**config.mk**
```make
export PLATFORM = sky130hd
export DESIGN_NAME = prog_loader
export DESIGN_NICKNAME = d
export VERILOG_FILES = /design/src/rtl/prog_loader_pkg.sv /design/src/rtl/prog_loader.sv
export SDC_FILE = /design/constraint.sdc
export NUM_CORES = 1
export LEC_CHECK = 0
export CAP_MARGIN = 20
export CELL_PAD_IN_SITES_DETAIL_PLACEMENT = 1
export CELL_PAD_IN_SITES_GLOBAL_PLACEMENT = 1
export CORE_AREA = 5 5 90 92
export CTS_CLUSTER_DIAMETER = 120
export CTS_CLUSTER_SIZE = 30
export DETAILED_ROUTE_END_ITERATION = 8
export DIE_AREA = 0 0 95 97
export PLACE_DENSITY_LB_ADDON = 0.08
export SLEW_MARGIN = 10
export SYNTH_ARGS = -nofsm -noshare
export SYNTH_HDL_FRONTEND = slang
export SYNTH_SLANG_ARGS = --single-unit
```
**constraint.sdc**
```tcl
create_clock -name clk -period 2.3 [get_ports clk]
set_input_delay 0.46 -clock clk [delete_from_list [all_inputs] [get_ports clk]]
set_output_delay 0.46 -clock clk [all_outputs]
set_load 0.02 [all_outputs]
```
**src/rtl/prog_loader_pkg.sv**
```systemverilog
// Shared types and helpers for the picoMIPS program loader.
// The FSM state encoding and the byte-per-instruction helper live here.
package prog_loader_pkg;

    localparam int BYTE_W = 8;

    typedef enum logic [2:0] {
        IDLE,
        COUNT,
        DATA,
        WRITE,
        DONE
    } state_t;

    function automatic int bytes_per_instr(input int isize);
        return isize / BYTE_W;
    endfunction

endpackage

```
**src/rtl/prog_loader.sv**
```systemverilog
// Program-memory writer: assembles instruction words MSB-first from a byte
// stream and writes them to sequential addresses while holding the CPU in reset.
module prog_loader
    import prog_loader_pkg::*;
#(
    parameter int n     = 8,
    parameter int Psize = 6,
    parameter int Isize = n + 16
) (
    input  logic             clk,
    input  logic             reset,
    input  logic             load_start,
    input  logic [7:0]       in_data,
    input  logic             in_valid,
    output logic             in_ready,
    output logic             wr_en,
    output logic [Psize-1:0] wr_addr,
    output logic [Isize-1:0] wr_data,
    output logic             cpu_hold,
    output logic             done
);

    localparam int BPI   = bytes_per_instr(Isize);
    localparam int IDX_W = (BPI > 1) ? $clog2(BPI) : 1;

    state_t           state, state_nx;
    logic [IDX_W-1:0] byte_idx;
    logic [Psize-1:0] addr;
    logic [Psize:0]   count;
    logic [Isize-1:0] word;
    logic [Isize-1:0] word_nx;
    logic             xfer;
    logic             last_byte;
    logic             last_instr;

    assign xfer      = in_valid && in_ready;
    assign word_nx   = {word[Isize-BYTE_W-1:0], in_data};
    assign last_byte = (byte_idx == IDX_W'(BPI - 1));
    // Extra bit so a count of 2^Psize still compares correctly against addr.
    assign last_instr = ({1'b0, addr} == (count - 1'b1));

    always_comb begin
        state_nx = state;
        in_ready = 1'b0;
        wr_en    = 1'b0;
        done     = 1'b0;
        cpu_hold = (state != IDLE);
        case (state)
            IDLE: begin
                if (load_start) state_nx = COUNT;
            end
            COUNT: begin
                in_ready = 1'b1;
                if (xfer) state_nx = DATA;
            end
            DATA: begin
                in_ready = 1'b1;
                if (xfer && last_byte) state_nx = WRITE;
            end
            WRITE: begin
                wr_en    = 1'b1;
                state_nx = last_instr ? DONE : DATA;
            end
            DONE: begin
                done     = 1'b1;
                state_nx = IDLE;
            end
            default: state_nx = IDLE;
        endcase
    end

    always_ff @(posedge clk) begin
        if (reset) begin
            state    <= IDLE;
            byte_idx <= '0;
            addr     <= '0;
            count    <= '0;
            word     <= '0;
            wr_addr  <= '0;
            wr_data  <= '0;
        end else begin
            state <= state_nx;
            case (state)
                IDLE: begin
                    if (load_start) begin
                        addr     <= '0;
                        byte_idx <= '0;
                    end
                end
                COUNT: begin
                    if (xfer) begin
                        if (in_data[Psize-1:0] == '0)
                            count <= {1'b1, {Psize{1'b0}}};
                        else
                            count <= {1'b0, in_data[Psize-1:0]};
                    end
                end
                DATA: begin
                    if (xfer) begin
                        word <= word_nx;
                        // Latch the write port here so it holds between strobes.
                        if (last_byte) begin
                            byte_idx <= '0;
                            wr_addr  <= addr;
                            wr_data  <= word_nx;
                        end else begin
                            byte_idx <= byte_idx + 1'b1;
                        end
                    end
                end
                WRITE: begin
                    if (!last_instr) addr <= addr + 1'b1;
                end
                default: ;
            endcase
        end
    end

endmodule

```
==> impl_metrics.json <==
{
  "status": "finished clean",
  "max_freq_mhz": 457.6,
  "antenna_found_initial": 0,
  "antenna_cells": 0,
  "swShare_pct": 22.82,
  "synth-edff-count": 0,
  "synth.area.mux_share_pct": 4.442,
  "synth_common_cells": "nand2_1, dfxtp_1, a21oi_1",
  "crit_path_end_kind": "primary output",
  "yosysWarnings": 0,
  "setup_viol": 0,
  "gp_congestion": 0.7807,
  "fin_crit_sh_pct": 95.02,
  "groute.usage.overall_pct": 16.63,
  "fp.coreArea_um2": 7137,
  "drc": 0,
  "drv_cap": 0,
  "netlist_area_um2": 2704,
  "synth.distinct_cells": 44,
  "die_h_um": 97,
  "arrival_ns": 1.73,
  "yosysMostFrequentCell": "nand2_1",
  "ys_seq_area_share_pct": 47.39,
  "root_buffer": "clkbuf_8",
  "hold_depth": 2,
  "p_per_area_nw_per_um2": 717.1,
  "finClkSkew_ns": 0.01166,
  "crit_chain": "nand3b_1 > inv_1 > clkdlybuf4s50_1",
  "synth_fa_ha_area_share_pct": 0.9255,
  "cts_tree": "done",
  "synth_top_cell_by_area": "dfxtp_1",
  "synthSimpleGateAreaFrac_pct": 26.28,
  "synth_seq_cells": 64,
  "ant_nets": 0,
  "seqCellArea_um2": 1284,
  "multi_input_area_um2": 1286,
  "worstSkewPairLatency_ns": 0.34,
  "p_comb_share_pct": 5.9,
  "drive_gt1_share_pct": 10.16,
  "clockBufferDepth": 2,
  "required_ns": 1.84,
  "fp.dieW_um": 95,
  "synth_nets": 346,
  "reg2regPathDepth": 7,
  "synth_xor_area_share_pct": 2.267,
  "drt_wl_total_um": 7112,
  "cts_buffers": 9,
  "tightest_slew_ns": 0.4051,
  "vias": 2425,
  "fin_cells": 483,
  "h-tree-depth": 3,
  "die_area_um2": 9215,
  "synth_cells": 332,
  "relSlewSlack_pct": 72.89,
  "placement_rows": 31,
  "synth-async-reset-ratio_pct": 0,
  "grt-ovfl-total": 0,
  "crit_slowest_cell": "clkdlybuf4s50_1",
  "dpl.hpwl_um": 4821,
  "avgSynthCellArea_um2": 8.144,
  "wl_per_cell_um": 14.72,
  "maxSlewViolCount": 0,
  "placedCellCount": 466,
  "initial_utilization_pct": 37.89,
  "synth_top_flop_cell": "dfxtp_1",
  "pwr-share-clk_pct": 48.9,
  "seq_power_share_pct": 45.2,
  "io_pins": 46,
  "vias_per_cell": 5.021,
  "startpoint_type": "flip-flop",
  "cp_max_fo": 9,
  "grt_max_degree": 34,
  "hold_viol_final": 0,
  "synth_top_area_share_pct": 47.39,
  "synth_top_family_by_area": "simple AND/OR/NAND/NOR gates",
  "cts_hold_buf": 0,
  "setup_tns_ns": 0,
  "power.switching_w": 0.0005737,
  "ys_top_cells_by_area": "dfxtp_1, nand2_1, a21oi_1",
  "synthToLayoutAreaGrowth_pct": 29.66,
  "p_int_w": 0.001940,
  "crit_path_max_incr_delay_ns": 0.61,
  "hold_class": "flip-flop to flip-flop",
  "rsz0062_at_grt": "no",
  "nets": 393,
  "clk_pin_slew_ns": 0.08,
  "synth_compound_area_share_pct": 13.65,
  "vdd_drop_max_uv": 375.0,
  "drt-initial-drc-count": 88,
  "crit_type": "flip-flop to primary output",
  "nFillCells": 889,
  "grt_pass1_wl_um": 12240,
  "cts.sinks": 64,
  "period_minus_slack_ns": 2.185,
  "drt_first_pass_iters": 4,
  "numPortBuffers": 45,
  "leakage_nw": 1.209,
  "grt_pass1_vias": 2408
}
==> cells by family after synthesis <==
group | after synthesis
and+or+nand+nor | 158
buffers and inverters | 24
adders and majority gates | 2
muxes | 12
DFF | 64
xor gates and xnor gates | 7
AOI/OAI and AO/OA | 65
==> metrics by stage <==
step | cell area (um^2) | total power, W | setup slack [ns] | hold slack (ns) | util [%]
after detailed placement | 3243 | 0.001310 | 0.2752 | 0.4466 | 45.44
after floorplan | 2704 | 0.001250 | 0.5941 | 0.4321 | -
after global routing | 3506 | 0.002615 | 0.01496 | 0.4790 | 49.12
after CTS | 3506 | 0.002547 | 0.08439 | 0.4567 | 49.12
final | 3506 | 0.002514 | 0.1145 | 0.4526 | 49.12
after global placement | 3243 | 0.001308 | 0.2957 | 0.4410 | 45.44
==> worst max-delay path: cells and delay by family, from the launching register on <==
kind | cells | cell delay [ns]
buffers and inverters | 2 | 0.74
flip-flops | 1 | 0.40
AND/OR/NAND/NOR | 1 | 0.23
==> cell usage in the layout (no fill, tap or decap), types with 2 or more instances in the layout <==
cell / count
nand3b_1: 2
a22oi_1: 2
and4_1: 2
nand2b_1: 3
mux2i_1: 12
nor2_1: 17
ha_1: 2
nor2b_1: 2
nand2_1: 101
dfxtp_2: 2
dfxtp_1: 62
clkbuf_8: 10
inv_1: 3
or3_1: 5
nand4_1: 3
or2b_1: 2
xor2_1: 3
nand3_1: 3
a21oi_1: 54
bufinv_16: 3
clkdlybuf4s50_1: 44
buf_4: 11
xnor2_1: 4
nor3_1: 7
==> power by group through the flow <==
stage | Sequential (W) | Combinational, W | Clock [W]
after floorplan | 0.00115 | 0.0000986 | 0
after global placement | 0.00116 | 0.000147 | 0
after detailed placement | 0.00116 | 0.000149 | 0
after CTS | 0.00114 | 0.000151 | 0.00126
after global routing | 0.00114 | 0.000164 | 0.00131
final | 0.00114 | 0.000148 | 0.00123
==> flip-flops by register name, summed over array words and instances, names as in the netlist <==
register  flops
addr          6
byte_idx      2
count         7
state         3
word         16
wr_addr       6
wr_data      24
==> final timing paths <==
| path | startpoint | endpoint | slack, ns |
|---|---|---|---|
| max | state[2] | wr_en | 0.11 |
| max reg2reg | count[0] | state[1] | 0.31 |
| min | wr_addr[0] | wr_addr[0] | 0.45 |
| min reg2reg | wr_addr[0] | wr_addr[0] | 0.45 |
==> cell type report <==
type                       instances  area share (%)
multi-input combinational        244           36.69
sequential                        64           36.62
timing repair buffer              57           15.63
clock buffer                      10           3.926
tap                               99           3.533
clock inverter                     6           3.283
inverter                           3          0.3212
==> layer usage <==
layer | track usage (%) | vias up | share of wire [%]
met3 | 3.569 | 10 | 3.6
met4 | 6.992 | 0 | 1.9
met1 | 23.98 | 1159 | 51
met2 | 23.64 | 45 | 43
li1 | - | 1211 | -
met5 | 0 | - | 0
==> repair_timing <==
| action | CTS | global route |
|---|---|---|
| endpoints found under the hold margin | 0 | 0 |
| resized for setup | 2 | 0 |
| buffers inserted | 1 | 0 |
| setup endpoints to repair | 1 | 0 |
No activity file was read; power rests on OpenSTA's default activity.
